### src/rtl/imem_loader_pkg.sv
// Shared types and constants for the instruction-memory loader.
// Optional checksum support is enabled with IMEM_LOADER_CKSUM_EN.
package imem_loader_pkg;
  localparam int         IMEM_AW           = 8;
  localparam int         IMEM_DW           = 32;
  localparam logic [7:0] DEFAULT_SYNC_BYTE = 8'hA5;

`ifdef IMEM_LOADER_CKSUM_EN
  typedef enum logic [2:0] {
    ST_IDLE, ST_LEN, ST_DATA, ST_CKSUM, ST_DONE, ST_ERR
  } ld_state_e;
`else
  typedef enum logic [2:0] {
    ST_IDLE, ST_LEN, ST_DATA, ST_DONE, ST_ERR
  } ld_state_e;
`endif
endpackage

### src/rtl/imem_loader_word_packer.sv
// Little-endian byte-to-word assembler; pulses word_rdy the cycle after
// the 4th byte of a word is accepted.
module imem_word_packer
  import imem_loader_pkg::*;
(
  input  logic               clk_i,
  input  logic               rst_i,
  input  logic               clr,
  input  logic               byte_vld,
  input  logic [7:0]         byte_data,
  output logic               last_byte,
  output logic               word_rdy,
  output logic [IMEM_DW-1:0] word
);
  logic [1:0]  cnt_q;
  logic [23:0] lo_q;

  assign last_byte = byte_vld && (cnt_q == 2'd3);

  always_ff @(posedge clk_i) begin
    if (!rst_i) begin
      cnt_q    <= '0;
      lo_q     <= '0;
      word     <= '0;
      word_rdy <= 1'b0;
    end else begin
      word_rdy <= last_byte;
      if (clr) begin
        cnt_q <= '0;
      end else if (byte_vld) begin
        cnt_q <= cnt_q + 2'd1;
        case (cnt_q)
          2'd0:    lo_q[7:0]   <= byte_data;
          2'd1:    lo_q[15:8]  <= byte_data;
          2'd2:    lo_q[23:16] <= byte_data;
          default: word        <= {byte_data, lo_q};
        endcase
      end
    end
  end
endmodule

### src/rtl/imem_loader.sv
// Host byte-stream loader: SYNC, N, N little-endian words, optional XOR
// checksum (IMEM_LOADER_CKSUM_EN). Holds the core in reset until DONE.
module imem_loader
  import imem_loader_pkg::*;
#(
  parameter logic [7:0]         SYNC_BYTE = DEFAULT_SYNC_BYTE,
  parameter logic [IMEM_AW-1:0] BASE_ADDR = 8'd0
) (
  input  logic               clk_i,
  input  logic               rst_i,
  input  logic [7:0]         host_data_i,
  input  logic               host_valid_i,
  output logic               host_ready_o,
  input  logic               clear_i,
  output logic               imem_we_o,
  output logic [IMEM_AW-1:0] imem_addr_o,
  output logic [IMEM_DW-1:0] imem_wdata_o,
  output logic               core_rst_o,
  output logic               done_o,
  output logic               err_o
);
  ld_state_e          state_q, state_d;
  logic [7:0]         n_q, widx_q;
  logic [IMEM_AW-1:0] addr_q;
  logic               acc, in_data, last_byte, word_rdy, last_word;
  logic [IMEM_DW-1:0] word;

  assign host_ready_o = (state_q != ST_ERR);
  assign acc          = host_valid_i && host_ready_o;
  assign in_data      = acc && (state_q == ST_DATA);
  // N=0 wraps to 255 here, giving the 256-word load.
  assign last_word    = last_byte && (widx_q == n_q - 8'd1);

  imem_word_packer u_pack (
    .clk_i     (clk_i),
    .rst_i     (rst_i),
    .clr       (state_q == ST_LEN),
    .byte_vld  (in_data),
    .byte_data (host_data_i),
    .last_byte (last_byte),
    .word_rdy  (word_rdy),
    .word      (word)
  );

  always_ff @(posedge clk_i) begin
    if (!rst_i) begin
      state_q <= ST_IDLE;
      n_q     <= '0;
      widx_q  <= '0;
      addr_q  <= '0;
    end else begin
      state_q <= state_d;
      if (acc && state_q == ST_LEN) begin
        n_q    <= host_data_i;
        widx_q <= '0;
      end else if (last_byte) begin
        addr_q <= BASE_ADDR + widx_q;
        widx_q <= widx_q + 8'd1;
      end
    end
  end

`ifdef IMEM_LOADER_CKSUM_EN
  logic [7:0] cks_q;
  always_ff @(posedge clk_i) begin
    if (!rst_i)                        cks_q <= '0;
    else if (acc && state_q == ST_LEN) cks_q <= '0;
    else if (in_data)                  cks_q <= cks_q ^ host_data_i;
  end
`endif

  always_comb begin
    state_d = state_q;
    case (state_q)
      ST_IDLE:  if (acc && host_data_i == SYNC_BYTE) state_d = ST_LEN;
      ST_LEN:   if (acc) state_d = ST_DATA;
`ifdef IMEM_LOADER_CKSUM_EN
      ST_DATA:  if (last_word) state_d = ST_CKSUM;
      ST_CKSUM: if (acc) state_d = (host_data_i == cks_q) ? ST_DONE : ST_ERR;
`else
      ST_DATA:  if (last_word) state_d = ST_DONE;
`endif
      ST_DONE:  if (acc && host_data_i == SYNC_BYTE) state_d = ST_LEN;
      ST_ERR:   if (clear_i) state_d = ST_IDLE;
      default:  state_d = ST_IDLE;
    endcase
  end

  // Gating with rst_i kills a strobe already registered when reset arrives.
  assign imem_we_o    = word_rdy && rst_i;
  assign imem_addr_o  = addr_q;
  assign imem_wdata_o = word;
  assign core_rst_o   = (state_q != ST_DONE);
  assign done_o       = (state_q == ST_DONE);
`ifdef IMEM_LOADER_CKSUM_EN
  assign err_o        = (state_q == ST_ERR);
`else
  assign err_o        = 1'b0;
`endif
endmodule

### config.mk
export PLATFORM = sky130hd
export DESIGN_NAME = imem_loader
export DESIGN_NICKNAME = d
export VERILOG_FILES = /design/src/rtl/imem_loader_pkg.sv /design/src/rtl/imem_loader_word_packer.sv /design/src/rtl/imem_loader.sv
export SDC_FILE = /design/constraint.sdc
export NUM_CORES = 1
export LEC_CHECK = 0
export BUFFER_PORTS_ARGS = -buffer_cell sky130_fd_sc_hd__buf_2
export CORE_MARGIN = 1
export CORE_UTILIZATION = 55
export DETAILED_ROUTE_END_ITERATION = 8
export PLACE_DENSITY = 0.8
export SLEW_MARGIN = 20
export SYNTH_ARGS = -nofsm -noshare
export SYNTH_HDL_FRONTEND = slang
export SYNTH_SLANG_ARGS = --single-unit
### constraint.sdc
create_clock -name clk_i -period 3.2 [get_ports clk_i]
set_clock_uncertainty 0.2 [all_clocks]
set_input_delay 0.32 -clock clk_i [delete_from_list [all_inputs] [get_ports clk_i]]
set_output_delay 0.32 -clock clk_i [all_outputs]
set_load 0.005 [all_outputs]
==> impl_metrics.sql <==
INSERT INTO impl_metrics (metric_group, metric, value, unit) VALUES
('timing', 'timing.max_slew.rel_slack', '0.546', ''),
('clocking', 'clk_transition_reported_paths', '0.08', 'ns'),
('clocking', 'post_cts_resized', '0', ''),
('die', 'std_cell_rows', '29', ''),
('global_route', 'grt_antenna_before_repair', '0', ''),
('yosys', 'synth-seq-cells', '85', ''),
('yosys', 'synth_common_cells', 'sky130_fd_sc_hd__nand2_1 (151), sky130_fd_sc_hd__dfxtp_1 (85), sky130_fd_sc_hd__a21boi_0 (72)', ''),
('layout', 'design.final.nets', '494', ''),
('critical_path', 'rr_worst_depth', '7', ''),
('critical_path', 'critPathLaunch', 'state_q[0]$_SDFFE_PN0P_', ''),
('critical_path', 'worstReg2RegEnd', 'u_pack.word[6]$_SDFFE_PN0P_', ''),
('die', 'die_boundary_height', '82.9', 'um'),
('clocking', 'library_cell_used_as_clock_root_buffer', 'sky130_fd_sc_hd__clkbuf_8', ''),
('job', 'max_cap_violations', '0', ''),
('timing', 'timing.setup.tns', '0', 'ns'),
('yosys', 'yosysTopAreaCell', 'sky130_fd_sc_hd__dfxtp_1', ''),
('power_and_ir_drop', 'p_leak', '1.55', 'nW'),
('placement', 'post_dp_cell_area', '3910', 'um2'),
('status', 'outcome', 'complete, no violations', ''),
('clocking', 'cts_tree', 'yes', ''),
('die', 'dieWidth', '82.9', 'um'),
('routing', 'drt-vias-per-instance', '5.21', ''),
('critical_path', 'regToRegSetupSlack', '0.93', 'ns'),
('yosys', 'ys_seq_area_frac', '0.473', ''),
('yosys', 'synth_async_sr_flop_share', '0', ''),
('clocking', 'postCtsSetupRepairBufs', '0', ''),
('yosys', 'synth.cell_area', '3600', 'um2'),
('hold_path', 'hp-start', 'host_data_i[0]', ''),
('layout', 'final_layout_size_suffix_gt1_frac', '0.157', ''),
('timing', 'finalCritPeriodShare', '0.711', ''),
('routing', 'initialDrtViolationCount', '99', ''),
('timing', 'timing_max_transition_violations_final', '0', ''),
('yosys', 'syn_nets', '452', ''),
('yosys', 'synth_cell_type_count', '28', ''),
('yosys', 'postSynthAreaPerCell', '8.37', 'um2'),
('clocking', 'ctsLongestPathBuffers', '2', ''),
('yosys', 'synth-edff-count', '0', ''),
('yosys', 'most_frequently_used_flop_master_after_synthesis', 'sky130_fd_sc_hd__dfxtp_1', ''),
('critical_path', 'worst_setup_path_start_kind', 'flop', ''),
('critical_path', 'critical_path_arrival', '2.35', 'ns'),
('placement', 'gp_routability_congestion', '0.850', ''),
('clocking', 'htree_num_levels', '3', ''),
('placement', 'portBuffers', '53', ''),
('critical_path', 'timing.critical_path.to_type', 'flop', ''),
('die', 'design.die.area', '6870', 'um2'),
('routing', 'post_drt_wl_per_cell', '13.7', 'um'),
('hold_path', 'worst_hold_path_type', 'in2reg', ''),
('critical_path', 'cp.required', '3.28', 'ns'),
('routing', 'drt_wl_total', '7590', 'um'),
('yosys', 'post-synth-top-count-cell', 'sky130_fd_sc_hd__nand2_1', ''),
('die', 'num_io_pins', '57', ''),
('timing', 'unrepaired_setup_endpoints_after_global_routing', 'no', ''),
('timing', 'hold_violations', '0', ''),
('power_and_ir_drop', 'max-vdd-ir-drop', '0.275', 'mV'),
('global_route', 'grt_first_pass_wirelength', '12800', 'um'),
('timing', 'fmax', '440', 'MHz'),
('hold_path', 'worst_hold_path.num_cells', '3', ''),
('yosys', 'synth_largest_type_area_fraction', '0.473', ''),
('layout', 'final_cell_area', '4100', 'um2'),
('routing', 'remaining_drc_errors', '0', ''),
('yosys', 'yosys_warnings', '0', ''),
('critical_path', 'rr_startpoint', 'state_q[0]$_SDFFE_PN0P_', ''),
('die', 'coreArea', '6350', 'um2'),
('timing', 'whs', '0.0878', 'ns'),
('clocking', 'cts-hold-fix-buffers', '0', ''),
('placement', 'dp_hpwl', '5030', 'um'),
('timing', 'setup_violations', '0', ''),
('layout', 'area_delta_synth_final', '13.9', '%'),
('clocking', 'cts-buffers-inserted', '9', ''),
('global_route', 'first_global_vias', '2720', ''),
('global_route', 'grtUsageTotal', '0.231', '');
==> area by class of cell <==
class	count	area, um2
fill	559	2250
clock buffer	10	128
tap	77	96.3
clock inverter	6	62.6
timing repair buffer	56	313
multi-input combinational	311	1760
sequential	85	1700
inverter	9	33.8
==> worst max path at each step <==
| stage | to | slack [ns] | depth (start not counted) |
|---|---|---|---|
| floorplan | state_q[0]$_SDFFE_PN0P_ | 1.09 | 6 |
| global placement | state_q[1]$_SDFFE_PN0P_ | 0.97 | 6 |
| detailed placement | state_q[0]$_SDFFE_PN0P_ | 0.93 | 7 |
| CTS | state_q[0]$_SDFFE_PN0P_ | 0.91 | 7 |
| global route | imem_addr_o[4]$_SDFFE_PN0P_ | 0.70 | 7 |
| finish | u_pack.word[6]$_SDFFE_PN0P_ | 0.93 | 7 |
==> kinds of logic (layout without fill, tap and decap cells) <==
family,after synthesis,in the layout,share of synthesized area
compound gates,81,81,0.170
xor+xnor,19,19,0.0462
fa+ha+maj,10,10,0.0348
buf+inv,34,81,0.0375
flops,85,85,0.473
mux,3,3,0.00835
other cells,2,2,0.00209
simple gates,196,196,0.228
==> sequential cells by signal, summed over array words and instances, names as in the netlist <==
register,cells
u_pack.word,32
u_pack.lo_q,24
imem_addr_o,8
n_q,8
widx_q,8
state_q,2
u_pack.cnt_q,2
u_pack.word_rdy,1
==> stage by stage <==
step	power, mW	utilization	worst slack, ns	instances
2_1_floorplan	1.19	-	1.09	430
4_1_cts	1.96	0.646	0.908	554
3_5_place_dp	1.22	0.616	0.926	538
5_1_grt	2.02	0.646	0.699	554
3_3_place_gp	1.22	0.616	0.970	538
6_report	1.95	0.646	0.925	554
==> where the power goes <==
part / internal (mW) / leakage [nW] / switching (mW)
Clock: 0.361 / 0.100 / 0.387
Combinational: 0.0532 / 0.769 / 0.0750
Sequential: 1.06 / 0.684 / 0.0101
==> worst max-delay path, stage by stage, from the launching register on <==
cell	delay, ns
sky130_fd_sc_hd__dfxtp_1	0.36
sky130_fd_sc_hd__inv_1	0.08
sky130_fd_sc_hd__ha_1	0.30
sky130_fd_sc_hd__nand3_1	0.20
sky130_fd_sc_hd__nor2_2	0.54
sky130_fd_sc_hd__buf_12	0.25
sky130_fd_sc_hd__nand2_1	0.07
sky130_fd_sc_hd__a21boi_0	0.18
==> layer usage <==
metal | part of all wire | routed length (um) | global-route usage | vias up
met5 | 0 | 0 | 0 | -
met4 | 0.017 | 131 | 0.0721 | 0
met2 | 0.48 | 3620 | 0.383 | 67
met1 | 0.46 | 3500 | 0.298 | 1335
li1 | - | - | - | 1475
met3 | 0.045 | 338 | 0.0537 | 10
==> placed cells by master (no fill, tap or decap), types with 8 or more instances in the layout <==
cell type                  count
sky130_fd_sc_hd__xnor2_1      11
sky130_fd_sc_hd__nand2_1     151
sky130_fd_sc_hd__nor2_1       13
sky130_fd_sc_hd__buf_2        53
sky130_fd_sc_hd__clkbuf_8      9
sky130_fd_sc_hd__nand3_1      13
sky130_fd_sc_hd__xor2_1        8
sky130_fd_sc_hd__inv_1         9
sky130_fd_sc_hd__a21boi_0     72
sky130_fd_sc_hd__ha_1         10
sky130_fd_sc_hd__dfxtp_1      85
No activity file was read; power rests on OpenSTA's default activity.
